`src/rtl/aeolus_cpu_gen2.sv`:
```
// Aeolus gen2 accumulator CPU: two-cycle FETCH/EXEC core with an A/B operand pair,
// an accumulator, an output register and a carry flag, running from an async-read ROM.
module aeolus_cpu_gen2 #(
    parameter int DATA_WIDTH = 8,
    parameter int ADDR_WIDTH = 8,
    parameter int IN_WIDTH   = 4
) (
    input  logic                    clk,
    input  logic                    reset,
    input  logic                    run,
    output logic [ADDR_WIDTH-1:0]   instrAddr,
    input  logic [ADDR_WIDTH+3:0]   instrData,
    input  logic [2*IN_WIDTH-1:0]   switches,
    output logic [DATA_WIDTH-1:0]   cpuOut,
    output logic                    outValid,
    output logic                    carry,
    output logic                    halted
);

    typedef enum logic [1:0] {
        FETCH,
        EXEC,
        HALT
    } stateType;

    typedef enum logic [3:0] {
        OP_NOP, OP_LDA, OP_LDB, OP_LDO,
        OP_ADD, OP_SUB, OP_AND, OP_OR,
        OP_XOR, OP_INV, OP_CLR, OP_LSH,
        OP_RSH, OP_JMP, OP_JNZ, OP_HLT
    } opcodeType;

    stateType               state;
    logic [ADDR_WIDTH+3:0]  ir;
    logic [ADDR_WIDTH-1:0]  pc;
    logic [IN_WIDTH-1:0]    regA;
    logic [IN_WIDTH-1:0]    regB;
    logic [DATA_WIDTH-1:0]  acc;
    logic [DATA_WIDTH-1:0]  regO;

    opcodeType              opcode;
    logic [ADDR_WIDTH-1:0]  operand;
    logic [DATA_WIDTH-1:0]  aExt;
    logic [DATA_WIDTH-1:0]  bExt;
    logic [DATA_WIDTH-1:0]  nextAcc;
    logic                   nextCarry;
    logic [ADDR_WIDTH-1:0]  pcPlusOne;
    logic [ADDR_WIDTH-1:0]  nextPc;

    assign opcode    = opcodeType'(ir[ADDR_WIDTH+3:ADDR_WIDTH]);
    assign operand   = ir[ADDR_WIDTH-1:0];
    assign aExt      = DATA_WIDTH'(regA);
    assign bExt      = DATA_WIDTH'(regB);
    assign pcPlusOne = pc + ADDR_WIDTH'(1);
    assign instrAddr = pc;
    assign cpuOut    = regO;

    // ALU and next-PC decode for the instruction held in IR; only committed in EXEC.
    always_comb begin
        nextAcc   = acc;
        nextCarry = carry;
        nextPc    = pcPlusOne;
        case (opcode)
            OP_ADD: {nextCarry, nextAcc} = {1'b0, aExt} + {1'b0, bExt};
            OP_SUB: begin
                nextAcc   = aExt - bExt;
                nextCarry = (regA < regB);
            end
            OP_AND: nextAcc = aExt & bExt;
            OP_OR:  nextAcc = aExt | bExt;
            OP_XOR: nextAcc = aExt ^ bExt;
            OP_INV: nextAcc = ~acc;
            OP_CLR: nextAcc = '0;
            OP_LSH: begin
                nextAcc   = acc << 1;
                nextCarry = acc[DATA_WIDTH-1];
            end
            OP_RSH: begin
                nextAcc   = acc >> 1;
                nextCarry = acc[0];
            end
            OP_JMP: nextPc = operand;
            OP_JNZ: nextPc = (acc != '0) ? operand : pcPlusOne;
            OP_HLT: nextPc = pc;
            default: ;
        endcase
    end

    // Core sequencer: IR latches in FETCH, all architectural state commits in EXEC.
    always_ff @(posedge clk or posedge reset) begin
        if (reset) begin
            state    <= FETCH;
            ir       <= '0;
            pc       <= '0;
            regA     <= '0;
            regB     <= '0;
            acc      <= '0;
            regO     <= '0;
            carry    <= 1'b0;
            outValid <= 1'b0;
            halted   <= 1'b0;
        end else begin
            outValid <= 1'b0;
            case (state)
                FETCH: begin
                    if (run) begin
                        ir    <= instrData;
                        state <= EXEC;
                    end
                end
                EXEC: begin
                    acc   <= nextAcc;
                    carry <= nextCarry;
                    pc    <= nextPc;
                    if (opcode == OP_LDA) regA <= switches[2*IN_WIDTH-1:IN_WIDTH];
                    if (opcode == OP_LDB) regB <= switches[IN_WIDTH-1:0];
                    if (opcode == OP_LDO) begin
                        regO     <= acc;
                        outValid <= 1'b1;
                    end
                    if (opcode == OP_HLT) begin
                        state  <= HALT;
                        halted <= 1'b1;
                    end else begin
                        state <= FETCH;
                    end
                end
                HALT: state <= HALT;
                default: state <= FETCH;
            endcase
        end
    end

endmodule

```
`config.mk`:
```
export PLATFORM = sky130hd
export DESIGN_NAME = aeolus_cpu_gen2
export DESIGN_NICKNAME = d
export VERILOG_FILES = /design/src/rtl/aeolus_cpu_gen2.sv
export SDC_FILE = /design/constraint.sdc
export NUM_CORES = 1
export LEC_CHECK = 0
export BUFFER_PORTS_ARGS = -buffer_cell sky130_fd_sc_hd__clkbuf_2
export CORE_MARGIN = 5
export CORE_UTILIZATION = 35
export CTS_CLUSTER_SIZE = 12
export DETAILED_ROUTE_END_ITERATION = 8
export HOLD_SLACK_MARGIN = 0.02
export PLACE_DENSITY = 0.64
export SLEW_MARGIN = 30
export SYNTH_ARGS = -nofsm -noshare
export SYNTH_HDL_FRONTEND = slang
export SYNTH_SLANG_ARGS = --single-unit
```
`constraint.sdc`:
```
create_clock -name clk -period 2.14 [get_ports clk]
set_input_delay 0.214 -clock clk [delete_from_list [all_inputs] [get_ports clk]]
set_output_delay 0.214 -clock clk [all_outputs]
set_load 0.02 [all_outputs]
```
==> results.sh <==
export IMPL_port_buffers=41
export IMPL_preCtsSetupSlack_ns=0.2287
export IMPL_rsz0062_at_grt="false"
export IMPL_grt_overflow_total=0
export IMPL_power_leakage_nw=1.539
export IMPL_rows=33
export IMPL_root_buffer="clkbuf_8"
export IMPL_crit_path_end_kind="flip-flop"
export IMPL_critPathSlowestCell="a211oi_2"
export IMPL_coreArea_um2=8134
export IMPL_path_buf_inv=1
export IMPL_synth_warnings=0
export IMPL_ys_types=55
export IMPL_die_height_um=101.0
export IMPL_ctsHoldBuffers=0
export IMPL_syn_to_final_growth_pct=17.53
export IMPL_layout_drive_gt1_share_pct=26.63
export IMPL_rr_startpoint="ir[10]"
export IMPL_cp_top_family="compound AO/OA/AOI/OAI gates"
export IMPL_syn_avg_cell_area_um2=9.595
export IMPL_dp_cells=450
export IMPL_die_x_um=101.0
export IMPL_multi_input_area_um2=1526
export IMPL_synth_edf_count=0
export IMPL_grt_pass1_wl_um=11380
export IMPL_setup_ws_ns=0.1960
export IMPL_ant_nets=0
export IMPL_synth_area_um2=2898
export IMPL_layout_nets=394
export IMPL_antenna_found_initial=0
export IMPL_ys_ff_latch=49
export IMPL_async_reset_ff_share_pct=100.0
export IMPL_cts_tree="done"
export IMPL_path_cells="ha_1, nor3b_2, buf_4, a211oi_2, o21ai_0, a31oi_1"
export IMPL_vias_per_cell=5.090
export IMPL_max_freq_mhz=514.4
export IMPL_r2r_slack_ns=0.20
export IMPL_cap_violations=0
export IMPL_period_needed_ns=1.944
export IMPL_grt_max_degree=50
export IMPL_relSlewSlack_pct=57.13
export IMPL_finalCritPeriodShare_pct=90.84
export IMPL_post_drt_wl_per_cell_um=14.71
export IMPL_h_tree_depth=2
export IMPL_cp_slowest_stage_delay_ns=0.42
export IMPL_min_path_type="input port to async pin"
export IMPL_cts_buffers=5
export IMPL_syn_num_nets=344
export IMPL_hold_viol_final=0
export IMPL_instances_no_fill=458
export IMPL_n_fill_cell=825
export IMPL_clockBufferDepth=2
export IMPL_reg2regPathDepth=6
export IMPL_arrival_ns=2.18
export IMPL_crit_fanout=10
export IMPL_crit_required_ns=2.37
export IMPL_final_common_cell="dfrtp_1"
export IMPL_dp_hpwl_um=5055
export IMPL_slew_viol_final=0
export IMPL_cts_repair_resized=0
export IMPL_r2r_end="acc[4]"
export IMPL_worst_clock_skew_ns=0.007466
export IMPL_firstDrtPassIters=4
export IMPL_gp_congestion=0.8565
export IMPL_cellPowerDensity_nw_per_um2=1277
export IMPL_start_kind="flip-flop"
export IMPL_cts_setup_buffers=0
export IMPL_io_pins=42
export IMPL_status="finished clean"
export IMPL_ys_seq_area_share_pct=42.31
export IMPL_setup_viol=0
export IMPL_drt_wl_total_um=6739
export IMPL_grt_pass1_vias=2305
export IMPL_gr_usage_all_layers_pct=13.90
export IMPL_cts_sinks=49
export IMPL_initial_core_util_pct=35.63
export IMPL_antenna_cells=0
export IMPL_peakVddDrop_mv=0.6105
export IMPL_drc=0
export IMPL_clkLatencyLatePin_ns=0.31
export IMPL_die_area_um2=10200
export IMPL_tightest_slew_ns=0.6430
export IMPL_drtIter0Drc=123
export IMPL_cts_clk_slew_worst_paths_ns=0.10
export IMPL_tns_ns=0
export IMPL_final_cell_mix="dfrtp_1, clkbuf_2, nand2_1, nor2_1, o21ai_0"
export IMPL_syn_inst=302
export IMPL_crit_type="flip-flop to flip-flop"
export IMPL_ff_latch_area_um2=1226
export IMPL_ys_flop_type="dfrtp_1"
export IMPL_vias=2331
export IMPL_final_util_pct=41.87
metal layers:
| layer | vias up | part of all wire (%) | wire length [µm] | global-route usage [%] |
|---|---|---|---|---|
| li1 | 1161 | - | - | - |
| met1 | 1125 | 46 | 3091 | 19.04 |
| met2 | 43 | 50 | 3369 | 23.14 |
| met3 | 2 | 3.8 | 253 | 2.630 |
| met4 | 0 | 0.37 | 25 | 2.556 |
| met5 | - | 0 | 0 | 0 |
sequential cells by signal, summed over array words and instances, names as in the netlist, 2 cells and up:
name,count
ir,12
acc,8
cpuOut,8
instrAddr,8
regA,4
regB,4
state,2
kinds of logic (layout without fill, tap and decap cells):
| family | count (synthesis) | in the layout | synth area share (%) |
|---|---|---|---|
| buffers and inverters | 35 | 86 | 5.008 |
| multiplexers | 23 | 23 | 8.722 |
| AO/OA/AOI/OAI | 81 | 81 | 18.52 |
| XOR/XNOR | 4 | 4 | 1.209 |
| flip-flops | 49 | 49 | 42.31 |
| adder cells (fa/ha/maj) | 19 | 19 | 8.722 |
| AND/OR/NAND/NOR | 91 | 91 | 15.50 |
worst max path at each step:
stage                      start           end  depth (start not counted)
after detailed placement  ir[10]        acc[4]                          6
final                     ir[10]        acc[4]                          6
after global routing       ir[9]        acc[4]                          5
after CTS                 ir[10]        acc[4]                          6
after global placement    ir[10]        acc[4]                          6
after floorplan           acc[4]  instrAddr[7]                          5
cell type report:
class	instances	share of cell area [%]
repair buffers	55	9.478
well taps	105	3.857
clock inverters	3	1.286
flip-flops and latches	49	36.00
inverters	23	2.535
clock buffers	5	2.021
multi-input cells	218	44.82
report_power, final:
group	switching [W]	internal, W
clock network	0.000333	0.000351
logic	0.00116	0.000870
registers	0.000356	0.00127
total	0.00185	0.00249
cell usage after synthesis, types with 2 or more instances:
cell type / instances / area, µm²
inv_1: 23 / 86.33
nor3b_2: 2 / 25.02
dfrtp_1: 49 / 1226
or4_4: 2 / 22.52
buf_1: 2 / 7.510
a21o_1: 2 / 15.01
ha_1: 17 / 212.7
a21oi_1: 14 / 70.07
clkbuf_1: 4 / 15.01
nand2b_1: 2 / 12.51
or3_1: 2 / 12.51
o22ai_1: 3 / 18.77
and3_1: 3 / 18.77
fa_1: 2 / 40.04
nand2_1: 35 / 131.4
xor2_1: 3 / 26.28
buf_2: 5 / 25.02
a221oi_1: 4 / 35.03
nand4_1: 2 / 12.51
o21a_1: 4 / 30.03
a22oi_1: 6 / 45.04
a32o_1: 2 / 20.02
o21ai_1: 5 / 25.02
mux2i_1: 5 / 50.05
nor2_1: 25 / 93.84
a31oi_1: 4 / 25.02
nand3_1: 7 / 35.03
mux2_2: 18 / 202.7
o21ai_0: 24 / 120.1
per-stage QoR:
| step | instance area [µm²] | total power [W] | hold WS, ns |
|---|---|---|---|
| after floorplan | 2898 | 0.003037 | 0.3308 |
| after global placement | 3293 | 0.003659 | 0.4056 |
| after detailed placement | 3293 | 0.003694 | 0.4158 |
| after CTS | 3406 | 0.004390 | 0.07699 |
| after global routing | 3406 | 0.004713 | 0.1082 |
| final | 3406 | 0.004348 | 0.04495 |
worst reg2reg max path: cells and delay by family (launching register included):
family	cells	cell delay (ns)
AO/OA/AOI/OAI	3	0.87
flip-flops	1	0.41
adder cells (fa/ha/maj)	1	0.21
buffers and inverters	1	0.20
AND/OR/NAND/NOR	1	0.18
Power figures use the tool's default switching activity.
